===== config.mk =====
export PLATFORM = sky130hd
export DESIGN_NAME = iter_down_counter
export DESIGN_NICKNAME = d
export VERILOG_FILES = /design/src/rtl/iter_down_counter.sv
export SDC_FILE = /design/constraint.sdc
export NUM_CORES = 1
export LEC_CHECK = 0
export ABC_CLOCK_PERIOD_IN_PS = 2700
export CAP_MARGIN = 20
export CORE_MARGIN = 5
export CORE_UTILIZATION = 47
export CTS_CLUSTER_SIZE = 24
export DETAILED_ROUTE_END_ITERATION = 12
export HOLD_SLACK_MARGIN = 0.1
export PLACE_DENSITY = 0.9
export SLEW_MARGIN = 20
export SYNTH_ARGS = -nofsm -noshare
export SYNTH_HDL_FRONTEND = slang
export SYNTH_SLANG_ARGS = --single-unit
export TNS_END_PERCENT = 5

===== constraint.sdc =====
create_clock -name clk -period 2.7 [get_ports clk]
set_input_delay 0.675 -clock clk [delete_from_list [all_inputs] [get_ports clk]]
set_output_delay 0.675 -clock clk [all_outputs]
set_load 0.02 [all_outputs]

===== src/rtl/iter_down_counter.sv =====
// -----------------------------------------------------------------------------
// iter_down_counter
//
// Loadable down-counter with a start/done handshake. It sequences iterative
// datapaths (divider, square root): a job loads an iteration count, the block
// strobes one step per enabled cycle, and it flags completion until the
// consumer acknowledges it.
//
// Parameters
//   SIZE      width of load_val, count and idx (default 8)
//
// Ports
//   clk       in   1     rising-edge clock
//   rst       in   1     asynchronous, active-high reset
//   sync_rst  in   1     synchronous abort back to IDLE (beats start)
//   start     in   1     job request; taken in IDLE, or in DONE together with ack
//   load_val  in   SIZE  iteration count N, sampled when start is taken
//   en        in   1     step enable; 0 stalls RUN with count held
//   ack       in   1     consumer acknowledge of done
//   count     out  SIZE  remaining iterations (registered)
//   busy      out  1     block is in RUN (registered)
//   step      out  1     busy & en, one datapath iteration this cycle
//   last      out  1     busy & count==1, final iteration pending
//   done      out  1     job finished, held until ack (registered)
//   idx       out  SIZE  iterations completed (only with ITER_CNT_IDX_EN)
//
// Configuration
//   ITER_CNT_IDX_EN  when defined, adds the registered idx output. When not
//                    defined, idx and its register are absent and all other
//                    behaviour is unchanged.
// -----------------------------------------------------------------------------
module iter_down_counter #(
  parameter int SIZE = 8
) (
  input  logic            clk,
  input  logic            rst,
  input  logic            sync_rst,
  input  logic            start,
  input  logic [SIZE-1:0] load_val,
  input  logic            en,
  input  logic            ack,
  output logic [SIZE-1:0] count,
  output logic            busy,
  output logic            step,
  output logic            last,
  output logic            done
`ifdef ITER_CNT_IDX_EN
  ,
  output logic [SIZE-1:0] idx
`endif
);

  localparam logic [SIZE-1:0] ZERO = {SIZE{1'b0}};
  localparam logic [SIZE-1:0] ONE  = {{(SIZE-1){1'b0}}, 1'b1};

  typedef enum logic [1:0] {
    IDLE = 2'd0,
    RUN  = 2'd1,
    DONE = 2'd2
  } state_t;

  state_t          state_r;
  logic [SIZE-1:0] count_r;
  logic            busy_r;
  logic            done_r;
  logic            accept_s;
  logic            load_zero_s;

  // Start acceptance and zero-iteration detection for the load path.
  always_comb begin
    accept_s    = start & ((state_r == IDLE) | ((state_r == DONE) & ack));
    load_zero_s = (load_val == ZERO);
  end

  // Control FSM with registered count/busy/done.
  always_ff @(posedge clk or posedge rst) begin
    if (rst) begin
      state_r <= IDLE;
      count_r <= ZERO;
      busy_r  <= 1'b0;
      done_r  <= 1'b0;
    end else if (sync_rst) begin
      // Abort wins over any start presented in the same cycle.
      state_r <= IDLE;
      count_r <= ZERO;
      busy_r  <= 1'b0;
      done_r  <= 1'b0;
    end else begin
      case (state_r)
        IDLE, DONE: begin
          if (accept_s) begin
            // A zero-iteration job skips RUN and completes immediately.
            state_r <= load_zero_s ? DONE : RUN;
            count_r <= load_val;
            busy_r  <= !load_zero_s;
            done_r  <= load_zero_s;
          end else if ((state_r == DONE) && ack) begin
            state_r <= IDLE;
            count_r <= ZERO;
            busy_r  <= 1'b0;
            done_r  <= 1'b0;
          end else begin
            state_r <= state_r;
            count_r <= ZERO;
            busy_r  <= 1'b0;
            done_r  <= (state_r == DONE);
          end
        end
        RUN: begin
          if (en) begin
            // <= rather than == so a corrupted zero count can never wrap.
            if (count_r <= ONE) begin
              state_r <= DONE;
              count_r <= ZERO;
              busy_r  <= 1'b0;
              done_r  <= 1'b1;
            end else begin
              state_r <= RUN;
              count_r <= count_r - ONE;
              busy_r  <= 1'b1;
              done_r  <= 1'b0;
            end
          end else begin
            state_r <= RUN;
            count_r <= count_r;
            busy_r  <= 1'b1;
            done_r  <= 1'b0;
          end
        end
        default: begin
          state_r <= IDLE;
          count_r <= ZERO;
          busy_r  <= 1'b0;
          done_r  <= 1'b0;
        end
      endcase
    end
  end

  assign count = count_r;
  assign busy  = busy_r;
  assign done  = done_r;
  assign step  = busy_r & en;
  assign last  = busy_r & (count_r == ONE);

`ifdef ITER_CNT_IDX_EN
  logic [SIZE-1:0] idx_r;

  // Completed-iteration index: cleared on job start, bumped on every step.
  always_ff @(posedge clk or posedge rst) begin
    if (rst) begin
      idx_r <= ZERO;
    end else if (sync_rst) begin
      idx_r <= ZERO;
    end else if (accept_s) begin
      idx_r <= ZERO;
    end else if (step) begin
      idx_r <= idx_r + ONE;
    end else begin
      idx_r <= idx_r;
    end
  end

  assign idx = idx_r;
`endif

endmodule


# Yosys cells after proc, flatten, opt, wreduce, memory -nomap -nowiden
# Index checks and enable logic that the tools add are counted.
dict set report classes {
  add_sub_neg 1
  magnitude_cmp 1
  eq_ne 5
  muxes 23
  bitwise 5
  n_reduce_logical 5
}
# operator count
set ops {}
lappend ops {{$mux 8} 4}
lappend ops {{$pmux 8 s2} 1}
lappend ops {{$mux 2} 6}
lappend ops {{$mux 1} 9}
lappend ops {{$eq 8x1->1 const B} 1}
lappend ops {{$le 8x1->1 const B} 1}
lappend ops {{$logic_not 8->1} 1}
lappend ops {{$sub 8x1->8 const B} 1}
lappend ops {{$and 1x1->1} 4}
lappend ops {{$ne 4x4->1 const B} 1}
lappend ops {{$pmux 1 s2} 2}
lappend ops {{$pmux 2 s2} 1}
lappend ops {{$ne 3x3->1 const B} 1}
lappend ops {{$eq 2x1->1 const B} 1}
lappend ops {{$eq 2x2->1 const B} 1}
lappend ops {{$logic_not 2->1} 1}
lappend ops {{$reduce_or 2->1} 1}
lappend ops {{$logic_and 1x1->1} 1}
lappend ops {{$logic_not 1->1} 1}
lappend ops {{$or 1x1->1} 1}
dict set report word_totals {
  reg_bits 12
  in_bits 14
  output_inout_bits 12
  elab_cells 44
}

# Longest topological paths before layout
dict set report depth {
  word_depth 7
  ltp_mapped 6
}

# Worst setup path after synthesis
# OpenSTA, ideal clock, no wires.
dict set report synth_path {
  path_type {reg2out}
  startpoint {register count_r[5], in the netlist count[5]}
  endpoint {output port last}
  arrival_time_ps 1388
  required_time_ps 2025
  setup_slack_ps 637
  stages_incl_launch_ff 4
  path_buffers 0
  path_cell_list {dfrtp_1 nor4_4 nand2_1 nor2_1}
}
dict set report synth_between {
  elab_chain_cells 2
}
# element line_no
set synth_rtl {}
lappend synth_rtl {{start: declaration} 63} ;# logic [SIZE-1:0] count_r;
lappend synth_rtl {{start signal: assignment} 94} ;# count_r <= load_val;
lappend synth_rtl {{start signal: assignment} 119} ;# count_r <= count_r - ONE;
lappend synth_rtl {{start signal: assignment} 125} ;# count_r <= count_r;
lappend synth_rtl {{$eq 8x1->1} 144} ;# assign last = busy_r & (count_r == ONE);
lappend synth_rtl {{$and 1x1->1} 144}
lappend synth_rtl {{end: declaration} 45} ;# output logic last,
# Every way passes these cells.

# Final worst setup path
dict set report layout_path {
  startpoint {input port en}
  endpoint {output port step}
}
dict set report layout_between {
  elab_chain_cells 1
}
# element line_no
set layout_rtl {}
lappend layout_rtl {{start: declaration} 40} ;# input logic en,
lappend layout_rtl {{$and 1x1->1} 143} ;# assign step = busy_r & en;
lappend layout_rtl {{end: declaration} 44} ;# output logic step,
# Every way passes these cells.

==> reports/results.ini <==
[synth]
postSynthCellCount=86
synth-edff-count=0
syn_area_per_cell_um2=9.11
synth.largest_area_cell=dfrtp_1
yosys.area.top_type_share_pct=38.3
syn_area_um2=783
synth_seq_area_share_pct=38.3
syn_nets=102
synth_area_leaders=dfrtp_1, a32oi_1, nand3_1
synthMostInstantiatedCell=dfrtp_1
ys_ff_latch=12
ys_types=36
yosysWarnings=0
ys_async_sr_fraction_pct=100
yosys-top-cells-count=dfrtp_1, nor2_1, nand3_1
ys.flop_type=dfrtp_1

[finish]
antenna_cells=0
nNetsFinal=132
syn2layout_area_growth_pct=38.8
drive_gt1_share_pct=11.4
fillers=111

[drt]
met2_length_um=1100
wl_per_cell_um=16.9
m1WireLength_um=896
firstDrtPassIters=4
vias=812
postRouteAntennaNets=0
vias_per_cell=6.25
dr.first_iter.drc_count=36
wl_met3_um=206
drc=0
dr.max_layer_used=met4
routed_wl_um=2200

[placed_design]
dp_hpwl_um=1710
pre_cts_slack_ns=0.101
io_buffer_count=25
gp_congestion=0.867

[timing]
fin_setup_tns_ns=0
period_needed_ns=2.61
finalSetupViolCount=0
tightest_slew_ns=0.528
finalMaxSlewViolations=0
rsz0062_at_grt=no
finClkSkew_ns=0.00119
max_freq_mhz=384
finalHoldViolations=0
min_period_over_period_pct=96.5
maxSlewHeadroom_pct=64.7
setup_ws_ns=0.0932

[clock_network]
cts_made_buffers=3
cts_sinks=12
cts.reportedPaths.clkPinSlew_ns=0.07
cts-htree-levels=1
cts_tree=yes
clk_latency_ns=0.26
clock_path_buffers=2
clockRootBuffer=clkbuf_4

[setup_path]
critPathKind=in2out
endpoint_kind=primary output
worst_r2r_path_depth=6
required_ns=2.03
crit_arrival_ns=1.93
cp_max_fo=2
critPathLaunchType=input port

[worst_hold_path]
hold_class=reg2reg
worstHoldPathCells=2

[run_status]
status=complete, no violations

[floorplanning]
ioPinCount=26
dieArea_mm2=0.00258
initial_core_util_pct=50.8
die_w_um=50.8
core-area_mm2=0.00154
die_y_um=50.8
rows=14

[global_route]
antenna_found_initial=0
grt_pass1_vias=784
grt_max_degree=13
grt_util_all_layers_pct=18.4
grt_pass1_wl_um=3730
overflow=0

[flow_run]
maxCapViolCount=0

[power]
leakagePower_nw=0.441
vdd_ir_drop_max_v=0.000369
p_per_area_mw_per_mm2=559

-- final cells by class --
type                    instances  area [µm²]  share of cell area (%)
multi-input cells              66         450                    41.4
inverters                       5        18.8                    1.73
well taps                      16        20.0                    1.84
flip-flops and latches         12         300                    27.6
clock buffers                   3        22.5                    2.07
repair buffers                 28         275                    25.3
-- metal layers --
layer  global-route usage, %  up-vias
met5                       0        -
met4                    5.11        0
met3                    5.52        2
met2                    29.5       39
met1                    24.0      389
li1                        -      382
-- worst max-delay path, cell delays in order --
cell and delay, ns:
clkdlybuf4s50_1 0.52, and2_1 0.14, clkdlybuf4s50_1 0.60
-- kinds of logic after synthesis --
kind of cell	after synthesis	synth area share, %
AO/OA/AOI/OAI	25	25.7
buffers and inverters	8	4.47
flip-flops	12	38.3
adder cells (fa/ha/maj)	2	3.19
AND/OR/NAND/NOR	39	28.3
-- through the flow --
stage	std cells	cell area, µm²	hold slack (ns)	utilization [%]	total power, mW
6_report	130	1090	0.626	70.5	0.608
5_1_grt	130	1090	0.664	70.5	0.650
4_1_cts	130	1080	0.627	70.2	0.606
3_5_place_dp	127	1060	0.608	68.8	0.499
3_3_place_gp	127	1060	0.603	68.8	0.490
2_1_floorplan	86	783	0.540	-	0.393
-- sequential cells by signal, indices dropped and copies added, names as in the netlist --
name     cells
busy         1
count        8
done         1
state_r      2
-- placed cells by master (no fill, tap or decap), drive strengths merged, types with 2 or more instances in the layout --
| cell type | netlist | layout |
|---|---|---|
| a221oi | 2 | 2 |
| nand3 | 7 | 7 |
| nor2b | 2 | 2 |
| nor4 | 3 | 3 |
| clkdlybuf4s50 | 0 | 24 |
| dfrtp | 12 | 12 |
| o31ai | 2 | 2 |
| nand2 | 6 | 6 |
| clkbuf | 1 | 3 |
| nor2 | 9 | 9 |
| a21boi | 2 | 2 |
| nand4 | 2 | 2 |
| buf | 2 | 3 |
| and2 | 2 | 2 |
| or2 | 2 | 2 |
| a211oi | 3 | 3 |
| a31oi | 2 | 2 |
| o21ai | 3 | 3 |
| a21oi | 2 | 2 |
| nand2b | 3 | 3 |
| a32oi | 4 | 4 |
| inv | 5 | 5 |
| ha | 2 | 2 |
-- path summary, 6_finish.rpt --
check / start / endpoint / slack, ns
min in group asynchronous: rst / busy$_DFF_PP0_ / 0.72
max in group asynchronous: rst / count[1]$_DFFE_PP0P_ / 1.66
worst min register to register: count[7]$_DFFE_PP0P_ / count[7]$_DFFE_PP0P_ / 0.63
worst min-delay path: count[7]$_DFFE_PP0P_ / count[7]$_DFFE_PP0P_ / 0.63
worst max-delay path: en / step / 0.09
worst max register to register: count[0]$_DFFE_PP0P_ / count[0]$_DFFE_PP0P_ / 0.85
-- power breakdown --
group	switching, mW	total [mW]	internal (mW)
Sequential	0.0255	0.224	0.199
Clock	0.0557	0.107	0.0515
Combinational	0.151	0.277	0.126
Total	0.232	0.608	0.376
-- what timing repair did --
| item | 4_1_cts | 5_1_grt |
|---|---|---|
| setup buffers | 0 | 0 |
| setup endpoints to repair | 0 | 1 |
| resized for setup | 0 | 2 |
| hold buffers | 0 | 0 |
Note: power is estimated with default switching activity, not from simulation.
